[src/rtl/maze_pkg.sv]
// Shared maze-bot definitions: direction/speed/colour codes, reset position, and the toad sprite image.
// Used by the maze bot and by toad_icon_render.
package maze_pkg;

  typedef enum logic [2:0] {
    NORTH, NORTHEAST, EAST, SOUTHEAST, SOUTH, SOUTHWEST, WEST, NORTHWEST
  } dir_e;

  typedef enum logic [1:0] {IDLE, SLOWEST, SLOW, FAST} speed_e;

  typedef enum logic [1:0] {WHITE, BLACK, RED} map_colour_e;

  localparam logic [7:0] START_X = 8'd68;
  localparam logic [7:0] START_Y = 8'd60;

  // 16x16 sprite, 2 bits per pixel; row dy occupies bits [32*dy +: 32], pixel dx within a row at [2*dx +: 2].
  localparam logic [511:0] TOAD_IMAGE = {
    32'hC000_0003, 32'h5000_0005, 32'h1400_0014, 32'h0510_0450,
    32'h0155_5540, 32'h0555_5550, 32'h1555_5554, 32'h5555_5555,
    32'h5A55_55A5, 32'h5555_5555, 32'h56AA_AA95, 32'h15FF_FF54,
    32'h05AA_5A53, 32'h0155_5540, 32'h0015_5400, 32'h0000_0001
  };

  function automatic logic faces_west(input dir_e d);
    return (d == SOUTHWEST) || (d == WEST) || (d == NORTHWEST);
  endfunction

endpackage

[src/rtl/toad_icon_rom.sv]
// 256x2 synchronous-read sprite ROM, one cycle read latency.
// Contents match toad_icon.mem and are held as a package constant so no file read is needed.
module toad_icon_rom
  import maze_pkg::*;
(
  input  logic       clk,
  input  logic [7:0] i_addr,
  output logic [1:0] o_data
);

  // NOTE: ROM read register carries no reset; downstream hit_q gates it, so its power-up value never shows.
  always_ff @(posedge clk) begin
    o_data <= TOAD_IMAGE[{i_addr, 1'b0} +: 2];
  end

endmodule

[src/rtl/toad_icon_render.sv]
// Draws the maze bot as a 16x16 toad sprite over the VGA raster, two-clock pixel latency.
// Optional feature macro: BLINK_ON_DEADLOCK_EN (deadlocked sprite blinks instead of hiding).
module toad_icon_render
  import maze_pkg::*;
#(
  parameter int SCALE_SHIFT  = 2,
  parameter int X_OFFSET     = 256,
  parameter int Y_OFFSET     = 128,
  parameter int ICON_W       = 16,
  parameter int BLINK_FRAMES = 15
) (
  input  logic        clk,
  input  logic        rst,
  input  logic        vsync,
  input  logic        video_on,
  input  logic [11:0] pixel_row,
  input  logic [11:0] pixel_column,
  input  logic [7:0]  loc_x,
  input  logic [7:0]  loc_y,
  input  logic [2:0]  direction,
  input  logic        deadlock,
  output logic [1:0]  icon,
  output logic        frame_tick
);

  localparam int IW = $clog2(ICON_W);

  logic        r_vsync_q, r_frame_tick, r_dead;
  logic [7:0]  r_loc_x, r_loc_y;
  dir_e        r_dir;
  logic        w_vsync_rise, w_pos_en, w_show, w_hit;
  logic [11:0] w_left, w_top;
  logic [IW-1:0] w_dx, w_dy, w_dx_m;
  logic        r_hit1, r_hit2;
  logic [2*IW-1:0] r_addr1;
  logic [1:0]  w_rom_data;

  assign w_vsync_rise = vsync & ~r_vsync_q;

`ifdef BLINK_ON_DEADLOCK_EN
  // A deadlocked bot reports (0,0); keep drawing where it was last seen alive.
  assign w_pos_en = w_vsync_rise & ~deadlock;
`else
  assign w_pos_en = w_vsync_rise;
`endif

  // NOTE: sequential state uses non-blocking assignments so every register samples pre-edge values.
  always_ff @(posedge clk or negedge rst) begin
    if (!rst) begin
      r_vsync_q    <= 1'b0;
      r_frame_tick <= 1'b0;
      r_loc_x      <= START_X;
      r_loc_y      <= START_Y;
      r_dir        <= NORTH;
      r_dead       <= 1'b0;
    end else begin
      r_vsync_q    <= vsync;
      r_frame_tick <= w_vsync_rise;
      if (w_vsync_rise) r_dead <= deadlock;
      if (w_pos_en) begin
        r_loc_x <= loc_x;
        r_loc_y <= loc_y;
        r_dir   <= dir_e'(direction);
      end
    end
  end

  assign w_left = 12'(X_OFFSET) + (12'(r_loc_x) << SCALE_SHIFT);
  assign w_top  = 12'(Y_OFFSET) + (12'(r_loc_y) << SCALE_SHIFT);

  assign w_hit = video_on
               & (pixel_column >= w_left) & (pixel_column < w_left + 12'(ICON_W))
               & (pixel_row    >= w_top)  & (pixel_row    < w_top  + 12'(ICON_W));

  assign w_dx = IW'(pixel_column - w_left);
  assign w_dy = IW'(pixel_row - w_top);
  // ICON_W is a power of two, so ICON_W-1-dx is simply the bitwise complement.
  assign w_dx_m = faces_west(r_dir) ? ~w_dx : w_dx;

  always_ff @(posedge clk or negedge rst) begin
    if (!rst) begin
      r_hit1  <= 1'b0;
      r_addr1 <= '0;
      r_hit2  <= 1'b0;
    end else begin
      r_hit1  <= w_hit;
      r_addr1 <= {w_dy, w_dx_m};
      r_hit2  <= r_hit1;
    end
  end

  toad_icon_rom u_rom (
    .clk    (clk),
    .i_addr (r_addr1),
    .o_data (w_rom_data)
  );

`ifdef BLINK_ON_DEADLOCK_EN
  localparam int CW = $clog2(BLINK_FRAMES);

  logic [CW-1:0] r_blink_cnt;
  logic          r_blink_vis;

  // Counting starts on the frame after deadlock is latched, giving BLINK_FRAMES frames per phase.
  always_ff @(posedge clk or negedge rst) begin
    if (!rst) begin
      r_blink_cnt <= '0;
      r_blink_vis <= 1'b1;
    end else if (!r_dead) begin
      r_blink_cnt <= '0;
      r_blink_vis <= 1'b1;
    end else if (w_vsync_rise) begin
      if (r_blink_cnt == CW'(BLINK_FRAMES - 1)) begin
        r_blink_cnt <= '0;
        r_blink_vis <= ~r_blink_vis;
      end else begin
        r_blink_cnt <= r_blink_cnt + 1'b1;
      end
    end
  end

  assign w_show = r_blink_vis;
`else
  assign w_show = ~r_dead;
`endif

  assign icon       = (r_hit2 & w_show) ? w_rom_data : 2'd0;
  assign frame_tick = r_frame_tick;

endmodule

[config.mk]
export PLATFORM = sky130hd
export DESIGN_NAME = toad_icon_render
export DESIGN_NICKNAME = d
export VERILOG_FILES = /design/src/rtl/maze_pkg.sv /design/src/rtl/toad_icon_rom.sv /design/src/rtl/toad_icon_render.sv
export SDC_FILE = /design/constraint.sdc
export NUM_CORES = 1
export LEC_CHECK = 0
export ABC_AREA = 1
export CORE_UTILIZATION = 33
export DETAILED_ROUTE_END_ITERATION = 7
export PLACE_DENSITY_LB_ADDON = 0.25
export SLEW_MARGIN = 5
export SYNTH_ARGS = -nofsm -noshare
export SYNTH_HDL_FRONTEND = slang
export SYNTH_HIERARCHICAL = 1
export SYNTH_SLANG_ARGS = --single-unit
[constraint.sdc]
create_clock -name clk -period 3.6 [get_ports clk]
set_clock_uncertainty 0.15 [all_clocks]
set_input_delay 0.72 -clock clk [delete_from_list [all_inputs] [get_ports clk]]
set_output_delay 0.72 -clock clk [all_outputs]
set_load 0.005 [all_outputs]
# Word level (Yosys, flattened, before mapping)

Cells that the tools add are included.

Register bits: 34
Bits in latches: 0
Bits in writable memories: 0
Memory bits (read-only): 0
Input bits: 48
Output and inout port bits: 3
Logic and storage cells: 37
Memories: 0

Add/sub/neg operators: 6
Multiply operators: 0
Divide/modulo/power cells: 0
Order comparisons: 4
Eq/ne operators: 3
Shift-type cells: 1
Muxes and demuxes: 2
Bitwise logic cells: 9
Reduce and logical (&&, ||, !) cells: 2

Operators by type and width:

| cell                      | number |
|---|---|
| $shiftx 512x10->2 const A | 1 |
| $add 11x5->12 const B     | 2 |
| $ge 12x11->1              | 2 |
| $lt 12x12->1              | 2 |
| $add 8x10->11 const A     | 1 |
| $add 9x10->11 const A     | 1 |
| $eq 3x3->1 const B        | 3 |
| $sub 4x4->4               | 2 |
| $and 1x1->1               | 6 |
| $mux 4                    | 1 |
| $not 4->4                 | 1 |
| $logic_or 1x1->1          | 2 |
| $mux 2                    | 1 |
| $not 1->1                 | 2 |

# Logic depth before layout (Yosys ltp)

Depth after elaboration: 6
Mapped depth: 13
Depth with buffers taken out: 13

# Cells and area by module

Netlist, hierarchy kept.

By module, submodules not included:

| module           | instances | cells an instance | area each (sq um) | seq. area each (sq um) |
|---|---|---|---|---|
| toad_icon_render | 1         | 275               | 2267.2            | 808.3 |
| toad_icon_rom    | 1         | 91                | 529.3             | 40.0 |

# Least setup slack after synthesis

No wires, ideal clock.

Kind: flip-flop to flip-flop
Start point: register r_loc_x[6]
End point: register r_hit1
Setup time: 71 ps
Arrival: 1838 ps
Required time: 3379 ps
Slack: 1541 ps
Stages on the path, launching flop included: 13
Path buffers: 0
Clock period less this slack: 2059 ps
Cells stage by stage: dfstp_2 -> inv_1 -> ha_1 -> nor2_1 -> nand2_1 -> ha_1 -> nand2_1 -> nand2_1 -> nor2_1 -> nand3_1 -> nor2_1 -> nand3_1 -> nor2_1

Cells in the longest elaborated chain, start to end: 6
Elaborated cells between the ends (all ways): 8
Classes of those cells: add/sub (2); order compare (2); bitwise (4)

RTL lines:

| item                                          | line                   | RTL |
|---|---|---|
| from (decl)                                   | toad_icon_render.sv:29 | `logic [7:0] r_loc_x, r_loc_y;` |
| from (signal assigned)                        | toad_icon_render.sv:61 | `r_loc_x <= loc_x;` |
| $add 9x10->11 (*)                             | toad_icon_render.sv:68 | `assign w_left = 12'(X_OFFSET) + (12'(r_loc_x) << SCALE_SHIFT);` |
| $add 11x5->12 or $ge 12x11->1 (tied branches) | toad_icon_render.sv:72 | `& (pixel_column >= w_left) & (pixel_column < w_left + 12'(ICON_W))` |
| $lt 12x12->1 or $and 1x1->1 (tied branches)   | toad_icon_render.sv:72 |  |
| $and 1x1->1 (*)                               | toad_icon_render.sv:72 |  |
| $and 1x1->1 (*) (2 in series)                 | toad_icon_render.sv:73 | `& (pixel_row >= w_top) & (pixel_row < w_top + 12'(ICON_W));` |
| via w_hit                                     | toad_icon_render.sv:31 | `logic w_vsync_rise, w_pos_en, w_show, w_hit;` |
| to (signal assigned)                          | toad_icon_render.sv:86 | `r_hit1 <= w_hit;` |
| to (decl)                                     | toad_icon_render.sv:34 | `logic r_hit1, r_hit2;` |

Mark *: on every way through the listed nets, which the timed path passes. The rest lies on a longest branch.
A chain may end at the register's enable or synchronous reset.

# Final worst setup path

Same ends and word-level chain as after synthesis.

==> results.md <==
- Post-CTS setup buffers: 0
- YS warnings: 6
- Worst hold path class: reg -> reg
- Register area: between 800 and 900 um^2
- Mapped Area: approximately 2800 um^2
- Clock transition at path regs: 70 ps
- Longest Clk Path Bufs: 2
- Routed length on met3: 143 um
- Hold depth: 0
- Most common cell on crit path: nor2_1
- DRT met1 WL: around 2800 um
- CTS Buf Count: 5
- Largest net degree at the start of global routing: 33
- CP Capture Type: flip-flop
- Die area: between 8000 and 9000 um^2
- 1st-pass router iterations: 4
- Worst Reg-to-Reg Cells: 12
- Share of cells above drive strength 1: under 10%
- Most common cell after layout, fill and taps aside: nand2_1
- LEAKAGE: about 1.8 nW
- Post-Synthesis Cells: around 370
- Final Power: between 0.001 and 0.0015 W
- Reg2reg setup slack: approximately 1300 ps
- Synth Area per Inst: around 7.6 um^2
- Total Negative Setup Slacks: 0 ps
- Post-CTS Resized: 0
- Area growth, synth to finish: 25.1%
- Synth Net Count: approximately 460
- Die width: roughly 94 um
- Worst skew pair latency: approximately 280 ps
- Crit path max fanout: 4
- CP cell instances: inv_1 -> ha_1 -> nor2_1 -> nand2_1 -> ha_1 -> nand2_1 -> nand2_1 -> nor2_1 -> nand3_1 -> nor2_1 -> nand3_1 -> nor2_1
- CTS Sinks: 34
- Met2 wire len: 2770 um
- Final HPWL DP: roughly 4700 um
- Ant diodes: 0
- Final min period: roughly 2300 ps
- Util after Layout: 42.6%
- Core Area: approximately 8000 um^2
- Root Driver: clkbuf_8
- Slowest CP cell: dfstp_2
- # nets final: ~520
- Largest delay share family, worst path: simple AND/OR/NAND/NOR gates
- Final hold violations: 0
- Global-route wire length before repair: around 10000 um
- CP bufs+invs: 1
- Initial Utilization: 34.0%
- Worst Hold End: r_hit2
- Number of global-route vias before repair: 2308
- Vert. Die Dim: 94.1 um
- Max-cap violations: 0
- Worst hold start: r_hit1
- Top Metal Used: met4
- Slew @ Worst Pin: between 400 and 500 ps
- Library cells used by synthesis: 32
- Most frequent cells in the layout: 107 x nand2_1, 50 x clkdlybuf4s50_1, 47 x inv_1
- Fmax: 0.426 GHz
- Tcrit/Tclk final: between 60 and 70%
- Critical path arrival: roughly 2400 ps
- Power Density: approximately 380 nW/um^2
- Top-level I/O count: 51
- Global-route usage over all layers: 14.1%
- Port buffer count: 50
- Grt total ovfl: 0
- Vias per cell: roughly 4.5
- Seq cells post-synth: 34
- DRT iter0 DRCs: 34
- Post-synth ARST share: 94.1%
- Multi-input gate area: ~1700 um^2
- Placement Rows: 33
- Remaining antenna violation count: 0
- Worst Setup Path Type: reg -> reg
- Post-synth EDFFs: 0
- Register area share after synthesis: ~30%
- Max VDD drop: between 150 and 200 uV
- Fin. max-slew vios: 0
- Post-Route WL: roughly 5700 um
- Slew headroom: between 70% and 80%
- H-tree Lvls: 2
- RSZ-0062 raised after global routing: false
- CTS tree: yes
- Fill cells: between 800 and 900
- DRC: 0
- Critical Path RT: approximately 3700 ps
- Initial antenna violation count: 0
- Hold buffers post-CTS: 0
- Highest cell delay on the worst timing path: approximately 550 ps
- Endpoints failing setup: 0
- DR vias: about 2400
- Top FF cell, synth: dfrtp_1
- Routed len/inst: around 11 um
- Worst reg2reg path endpoint: r_hit1
- Status: completed
- CP startpoint kind: flip-flop
- GPL Wtd Cong: approximately 0.85
- R2r startpoint: r_loc_x[6]
-- routing by layer --
layer | vias up | global-route usage, %
li1 | 1269 | -
met1 | 1052 | 18.5
met2 | 33 | 24.3
met3 | 5 | 1.70
met4 | 0 | 3.46
met5 | - | 0
-- sequential cells by signal, indices dropped and copies added, names as in the netlist --
name,cells
frame_tick,1
r_addr1,8
r_dead,1
r_dir,3
r_hit1,1
r_hit2,1
r_loc_x,8
r_loc_y,8
r_vsync_q,1
u_rom/o_data,2
-- per-stage QoR --
stage | hold WS (ps) | setup WS, ps | area [um^2] | instances
floorplan | 181 | 1540 | 2800 | 366
global placement | 182 | 1020 | 3410 | 518
detailed placement | 198 | 985 | 3410 | 518
CTS | 211 | 1230 | 3500 | 526
global route | 230 | 1070 | 3500 | 526
finish | 204 | 1250 | 3500 | 526
-- area by class of cell --
| class | count | area share [%] |
|---|---|---|
| inverters | 55 | 6.19 |
| well taps | 105 | 3.76 |
| clock buffers | 7 | 2.47 |
| repair buffers | 52 | 14.7 |
| clock inverters | 1 | 0.143 |
| flip-flops and latches | 34 | 24.2 |
| multi-input cells | 272 | 48.5 |
-- Yosys cell counts (3+ instances only) --
cell | number | area, um^2
a21oi_1 | 18 | 90.1
nand3_1 | 31 | 155
dfrtp_1 | 26 | 651
nand3_2 | 4 | 40.0
xor2_1 | 6 | 52.6
dfstp_2 | 6 | 158
nor2_2 | 3 | 18.8
inv_2 | 5 | 18.8
nand2_2 | 3 | 18.8
xnor2_1 | 8 | 70.1
nor2_1 | 20 | 75.1
inv_1 | 47 | 176
ha_1 | 45 | 563
nand2_1 | 107 | 402
o21ai_0 | 11 | 55.1
-- power by group --
group	total [W]	internal, W	switching (W)	leakage [nW]
combinational	0.000525	0.000237	0.000288	1.32
sequential	0.000513	0.000445	0.0000689	0.398
clock	0.000290	0.000154	0.000135	0.0482
-- cells by family (layout without fill, tap and decap cells) --
family / count (synthesis) / count (layout) / share of synthesized area [%]
adder cells (fa/ha/maj): 47 / 47 / 21.6
XOR/XNOR: 14 / 14 / 4.38
flip-flops: 34 / 34 / 30.3
AND/OR/NAND/NOR: 180 / 180 / 29.0
buffers and inverters: 60 / 115 / 9.04
AO/OA/AOI/OAI: 31 / 31 / 5.68
-- how the worst max path moves through the flow --
stage / from / endpoint / slack, ps / depth (start not counted)
finish: r_loc_x[6] / r_hit1 / 1250 / 12
global route: r_loc_x[6] / r_hit1 / 1070 / 12
CTS: r_loc_x[6] / r_hit1 / 1230 / 12
detailed placement: pixel_row[2] / r_hit1 / 980 / 12
global placement: pixel_row[2] / r_hit1 / 1020 / 12
floorplan: r_loc_x[6] / r_hit1 / 1540 / 12
Power figures use the tool's default switching activity.
